### config.mk
export PLATFORM = sky130hd
export DESIGN_NAME = aes_axi_lite_slave
export DESIGN_NICKNAME = d
export VERILOG_FILES = /design/src/rtl/aes_axi_lite_slave.sv
export SDC_FILE = /design/constraint.sdc
export NUM_CORES = 1
export LEC_CHECK = 0
export BUFFER_PORTS_ARGS = -buffer_cell sky130_fd_sc_hd__buf_2
export CAP_MARGIN = 40
export CORE_AREA = 2 2 197 199
export CTS_CLUSTER_SIZE = 25
export DETAILED_ROUTE_END_ITERATION = 8
export DIE_AREA = 0 0 199 201
export SLEW_MARGIN = 40
export SYNTH_ARGS = -nofsm -noshare
export SYNTH_HDL_FRONTEND = slang
export SYNTH_SLANG_ARGS = --single-unit
### constraint.sdc
create_clock -name clk_i -period 9.1 [get_ports clk_i]
set_input_delay 1.365 -clock clk_i [delete_from_list [all_inputs] [get_ports clk_i]]
set_output_delay 1.365 -clock clk_i [all_outputs]
set_load 0.005 [all_outputs]
### src/rtl/aes_axi_lite_slave.sv
// AXI-lite style slave bridging single transactions onto a simple register-file port.
// One outstanding access at a time; reads win over simultaneous writes.
module aes_axi_lite_slave #(
    parameter int unsigned AXI_ADDR_WIDTH = 64,
    parameter int unsigned AXI_DATA_WIDTH = 64,
    parameter int unsigned AXI_ID_WIDTH   = 10
) (
    input  logic                      clk_i,
    input  logic                      rst_i,
    input  logic                      aw_valid_i,
    output logic                      aw_ready_o,
    input  logic [AXI_ADDR_WIDTH-1:0] aw_addr_i,
    input  logic [AXI_ID_WIDTH-1:0]   aw_id_i,
    input  logic                      w_valid_i,
    output logic                      w_ready_o,
    input  logic [AXI_DATA_WIDTH-1:0] w_data_i,
    output logic                      b_valid_o,
    input  logic                      b_ready_i,
    output logic [1:0]                b_resp_o,
    output logic [AXI_ID_WIDTH-1:0]   b_id_o,
    input  logic                      ar_valid_i,
    output logic                      ar_ready_o,
    input  logic [AXI_ADDR_WIDTH-1:0] ar_addr_i,
    input  logic [AXI_ID_WIDTH-1:0]   ar_id_i,
    output logic                      r_valid_o,
    input  logic                      r_ready_i,
    output logic [AXI_DATA_WIDTH-1:0] r_data_o,
    output logic [1:0]                r_resp_o,
    output logic [AXI_ID_WIDTH-1:0]   r_id_o,
    output logic                      r_last_o,
    output logic [AXI_ADDR_WIDTH-1:0] address_o,
    output logic                      en_o,
    output logic                      we_o,
    output logic [AXI_DATA_WIDTH-1:0] data_o,
    input  logic [AXI_DATA_WIDTH-1:0] data_i
);

    typedef enum logic [2:0] {
        StIdle, StWaitW, StWrAcc, StWrResp, StRdAcc, StRdResp
    } state_e;

    state_e                    state_q, state_d;
    logic [AXI_ADDR_WIDTH-1:0] addr_q;
    logic [AXI_ID_WIDTH-1:0]   id_q;
    logic [AXI_DATA_WIDTH-1:0] wdata_q;
    logic [AXI_DATA_WIDTH-1:0] rdata_q;
    logic [1:0]                resp_q;
    logic                      in_range;

    // Only the low 512 bytes of the address space map onto the register file.
    assign in_range = (addr_q[AXI_ADDR_WIDTH-1:9] == '0);

    assign b_resp_o = resp_q;
    assign b_id_o   = id_q;
    assign r_resp_o = resp_q;
    assign r_id_o   = id_q;
    assign r_data_o = rdata_q;

    always_comb begin
        state_d    = state_q;
        aw_ready_o = 1'b0;
        w_ready_o  = 1'b0;
        ar_ready_o = 1'b0;
        b_valid_o  = 1'b0;
        r_valid_o  = 1'b0;
        r_last_o   = 1'b0;
        en_o       = 1'b0;
        we_o       = 1'b0;
        address_o  = '0;
        data_o     = '0;
        case (state_q)
            StIdle: begin
                ar_ready_o = 1'b1;
                aw_ready_o = ~ar_valid_i;
                if (ar_valid_i) begin
                    state_d = StRdAcc;
                end else if (aw_valid_i) begin
                    state_d = StWaitW;
                end
            end
            StWaitW: begin
                w_ready_o = 1'b1;
                if (w_valid_i) begin
                    state_d = StWrAcc;
                end
            end
            StWrAcc: begin
                en_o      = in_range;
                we_o      = in_range;
                address_o = in_range ? addr_q : '0;
                data_o    = in_range ? wdata_q : '0;
                state_d   = StWrResp;
            end
            StWrResp: begin
                b_valid_o = 1'b1;
                if (b_ready_i) begin
                    state_d = StIdle;
                end
            end
            StRdAcc: begin
                en_o      = in_range;
                address_o = in_range ? addr_q : '0;
                state_d   = StRdResp;
            end
            StRdResp: begin
                r_valid_o = 1'b1;
                r_last_o  = 1'b1;
                if (r_ready_i) begin
                    state_d = StIdle;
                end
            end
            default: state_d = StIdle;
        endcase
    end

    always_ff @(posedge clk_i or posedge rst_i) begin
        if (rst_i) begin
            state_q <= StIdle;
            addr_q  <= '0;
            id_q    <= '0;
            wdata_q <= '0;
            rdata_q <= '0;
            resp_q  <= 2'b00;
        end else begin
            state_q <= state_d;
            case (state_q)
                StIdle: begin
                    if (ar_valid_i) begin
                        addr_q <= ar_addr_i;
                        id_q   <= ar_id_i;
                    end else if (aw_valid_i) begin
                        addr_q <= aw_addr_i;
                        id_q   <= aw_id_i;
                    end
                end
                StWaitW: begin
                    if (w_valid_i) begin
                        wdata_q <= w_data_i;
                    end
                end
                StWrAcc: resp_q <= in_range ? 2'b00 : 2'b10;
                StRdAcc: begin
                    resp_q  <= in_range ? 2'b00 : 2'b10;
                    rdata_q <= in_range ? data_i : '0;
                end
                default: ;
            endcase
        end
    end

endmodule

* Word-level counts from Yosys, hierarchy flattened
Index checks and enable logic that the tools add are counted.
** Storage, ports and cells
- Flip-flop bits (word level) :: 207
- Bits in latches :: 0
- Bits in writable memories :: 0
- Bits in read-only memories :: 0
- Input bits :: 283
- Output and inout port bits :: 224
- Word-level logic and storage cells :: 46
- Memories :: 0
** Cells by class
- Add/subtract/negate cells :: 0
- Multipliers :: 0
- Divide/modulo/power cells :: 0
- Order comparisons :: 0
- Equal/unequal tests :: 9
- Shifts and indexed selects :: 0
- Muxes and demuxes :: 23
- Bitwise operators :: 1
- Reduce and logical (&&, ||, !) cells :: 7
** Operator list (number)
- 64-bit two-way mux :: 7
- 55-bit zero test :: 1
- 10-bit two-way mux :: 2
- 3-bit one-hot mux with 6 select lines :: 1
- 3-bit two-way mux :: 5
- 1-bit two-way mux :: 7
- 3-bit by 2-bit == test with 1-bit output (second input constant) :: 2
- 3-bit == test (second input constant) :: 2
- 2-bit != test (second input constant) :: 3
- 2-bit AND reduction :: 2
- 4-bit AND reduction :: 1
- 3-bit by 1-bit == test with 1-bit output (second input constant) :: 1
- 3-bit zero test :: 1
- 3-bit != test (second input constant) :: 1
- 2-bit two-way mux :: 1
- 2-bit nonzero test :: 1
- 2-bit OR reduction :: 1
- 1-bit inverter :: 1

* Logic depth before layout (Yosys ltp)
- Depth after elaboration :: 3
- Mapped depth :: 7
- Depth with buffers taken out :: 4

* Least setup slack after synthesis
Ideal clock, no wire load.
- Path type :: input port to output port
- Start :: input port ar_valid_i
- End :: output port aw_ready_o
- Arrival :: 2320 ps
- Required time :: 7735 ps
- Slack :: 5415 ps
- Stages :: 4
- Path buffers :: 3
- Cells stage by stage :: clkbuf_1 buf_2 buf_1 nor4_1
** Between the ends
- Cells in the longest elaborated chain, start to end :: 2
** Ends and longest elaborated chain
- from (decl) :: RTL line 21 : input logic ar_valid_i,
- 1-bit inverter :: RTL line 74 : aw_ready_o = ~ar_valid_i;
- 1-bit two-way mux :: RTL line 71 : case (state_q)
- to (decl) :: RTL line 11 : output logic aw_ready_o,
No other way between the ends.

* Worst setup path in the final report
- Start :: register addr_q[30]
- End :: output port data_o[53]
** Between the ends
- Cells in the longest elaborated chain, start to end :: 3
** Ends and longest elaborated chain
- from (decl) :: RTL line 43 : logic [AXI_ADDR_WIDTH-1:0] addr_q;
- from (signal assigned) :: RTL line 129 : addr_q <= ar_addr_i;
- from (signal assigned) :: RTL line 132 : addr_q <= aw_addr_i;
- 55-bit zero test :: RTL line 51 : assign in_range = (addr_q[AXI_ADDR_WIDTH-1:9] == '0);
- 64-bit two-way mux :: RTL line 91 : data_o = in_range ? wdata_q : '0;
- 64-bit two-way mux :: RTL line 71
- to (decl) :: RTL line 34 : output logic [AXI_DATA_WIDTH-1:0] data_o,
No other way between the ends.

==> summary.md <==
| Metric | Value |
|---|---|
| Average routed wire per standard cell | `14.6 um` |
| Total CTS buffers | `23` |
| Via density | `4.14` |
| Hold Vio Cnt, Final | `0` |
| Most used cells in the layout excluding fill and tap cells | `buf_2 (448), dfrtp_1 (206), nor2_1 (77), a21oi_1 (76), mux2i_1 (74)` |
| First-pass GRT wire length | `41,600 um` |
| Relative slew slack | `48.3%` |
| CTS tree | `built` |
| Kind of end point of the critical path | `primary output` |
| Clock tree buffer depth | `3` |
| Initial antenna violation count | `4` |
| Clock Skew | `8.48 ps` |
| Top_reg_cell synth | `dfrtp_1` |
| Area after DPL | `12,500 um2` |
| Worst r2r dst | `r_data_o[21]` |
| Number of sinks handled by clock tree synthesis | `206` |
| Total Nets Final | `1,632` |
| H-tree Lvls | `1` |
| Count of TritonRoute iterations in the first routing pass | `4` |
| Startpoint of the lowest-slack register-to-register path | `addr_q[30]` |
| Chip Width | `199 um` |
| Ratio of cells with drive above 1 in the final layout | `45.8%` |
| Reg clk slew, reported paths | `60 ps` |
| DRC marker count from the first detailed-route iteration | `225` |
| Yosys warning count | `0` |
| Pleak | `6.96 nW` |
| Transition time of the tightest slew-check pin | `775 ps` |
| R2R setup slack | `6370 ps` |
| CP Data Arrival Time | `3080 ps` |
| Via count | `7,787` |
| Overflow after GRT | `0` |
| Setup Total Neg Slack | `0 ps` |
| Flop and latch count out of synthesis | `206` |
| Clock latency of the later-clocked register in the worst-skew pair | `500 ps` |
| Class of the most critical setup path | `flop to primary output` |
| Syn avg cell area | `10.7 um2` |
| Height of the chip | `201 um` |
| Outcome | `finished clean` |
| Peak VDD IR | `0.120 mV` |
| Number of enable flip-flop cells after synthesis | `0` |
| Most common cell after layout, fill and taps aside | `buf_2` |
| HPWL reported at the end of detailed placement | `20,600 um` |
| Setup repair after global routing missed its margin | `no` |
| Post-synthesis instance total | `941` |
| Kind of path behind the tightest hold check | `flop to flop` |
| Max cap viols | `0` |
| Cell area after synthesis | `10,100 um2` |
| Crit share post-route | `48.9%` |
| Global-route usage over all layers | `13.2%` |
| Vias in the first global route | `7,686` |
| Number of primary I/O pins | `507` |
| Post-detailed-route count of antenna-violating nets | `0` |
| Floorplan die area | `40,000 um2` |
| Core outline area | `38,100 um2` |
| Number of standard-cell rows in the floorplan | `72` |
| Cell count of the worst reg-to-reg path | `5` |
| Peak fanout along the critical path | `65` |
| Syn-to-layout area delta | `31.9%` |
| Maximum number of pins on one net before global-route repair | `99` |
| Gpl congestion | `0.778` |
| Final antenna diode count | `0` |
| Residual DRC count | `0` |
| Final standard cell area without fillers | `13,300 um2` |
| Timing startpoint of the critical path | `addr_q[30]` |
| Post-synth ARST share | `100%` |
| Seq/Total Area, Yosys | `51.0%` |
| Wire length after detailed routing | `27,400 um` |
| Number of instances resized during post-cts repair | `0` |
| Setup violations, final | `0` |
| Top achievable clock speed | `0.225 GHz` |
| Max-slew violations | `0` |
| Setup Buffers After CTS | `0` |
| Final critical-path required period | `4450 ps` |
| Number of hold buffers added after cts | `0` |
| Worst Path Required | `7740 ps` |
| Power density normalized to cell area | `239 nW/um2` |
| Initial Utilization | `26.5%` |
| Setup crit end | `data_o[53]` |
| Number of distinct standard cells referenced by the synthesized netlist | `28` |
| CP Launch Type | `flop` |
| Clock tree root driver cell | `clkbuf_16` |
| Buffers added on ports | `449` |
[synth_stat cells (7+ instances only)]
| cell type | n | area, um2 |
|---|---|---|
| inv_1 | 65 | 244 |
| dfrtp_1 | 206 | 5150 |
| clkbuf_1 | 39 | 146 |
| a21oi_1 | 76 | 380 |
| buf_2 | 12 | 60.1 |
| nor2_1 | 78 | 293 |
| nor4_1 | 16 | 100 |
| buf_6 | 7 | 78.8 |
| and2_1 | 73 | 457 |
| mux2_2 | 65 | 732 |
| mux2i_1 | 74 | 741 |
| o31ai_2 | 60 | 751 |
| nand2_1 | 70 | 263 |
| buf_4 | 69 | 518 |
[per-layer routing]
layer | global-route usage [%] | vias to the layer above | part of all wire, %
met5 | 0 | - | 0.14
met4 | 3.46 | 6 | 2.1
met3 | 2.70 | 41 | 8.0
met2 | 23.7 | 323 | 50
met1 | 15.8 | 3584 | 40
li1 | - | 3833 | -
[state kept, by name, indices dropped and copies added, names as in the netlist]
name      flops
state_q       3
addr_q       64
b_id_o       10
r_data_o     64
wdata_q      64
b_resp_o      1
[area by class of cell]
class / instances / area (um2)
fill: 3961 / 24800
sequential: 206 / 5150
multi-input combinational: 594 / 4150
timing repair buffer: 459 / 2370
clock buffer: 36 / 694
tap: 518 / 648
inverter: 65 / 251
clock inverter: 4 / 70.1
[logic make-up (layout without fill, tap and decap cells)]
logic type             after synthesis  in the layout  synth area share (%)
AOI/OAI and AO/OA                  144            144                  11.8
other                                1             57                0.0371
muxes                              139            139                  14.6
and+or+nand+nor                    254            254                  12.1
buffers and inverters              197            564                  10.5
DFF                                206            206                  51.0
[power breakdown]
| part | internal, mW | total [mW] | switching, mW |
|---|---|---|---|
| Sequential | 1.23 | 1.44 | 0.202 |
| Clock | 0.576 | 0.939 | 0.362 |
| Combinational | 0.376 | 0.818 | 0.442 |
[critical path, stage by stage, from the launching register on]
cell and delay [ps]:
dfrtp_1 380, nor4_1 650, nand4_1 370, nor4_2 340, buf_4 490, and2_1 200, buf_2 110
[how the worst min path moves through the flow]
stage / from / slack (ps) / depth (start not counted) / endpoint
2_1_floorplan: wdata_q[10] / 470 / 1 / wdata_q[10]
4_1_cts: r_data_o[48] / 480 / 2 / r_data_o[48]
3_3_place_gp: r_data_o[62] / 450 / 2 / r_data_o[62]
6_report: r_data_o[47] / 470 / 2 / r_data_o[47]
3_5_place_dp: r_data_o[48] / 460 / 2 / r_data_o[48]
5_1_grt: r_data_o[51] / 500 / 2 / r_data_o[51]
[stage by stage]
stage               setup slack (ps)  util, %  std cells  hold slack, ps  total power [mW]
floorplan                       2110        -        997             472              2.03
global placement                5150     32.8       1840             455              2.25
detailed placement              5250     32.9       1840             465              2.28
CTS                             4670     34.9       1880             478              3.25
global route                    4520     35.0       1882             499              3.42
finish                          4650     35.0       1882             474              3.19
Power figures use the tool's default switching activity.
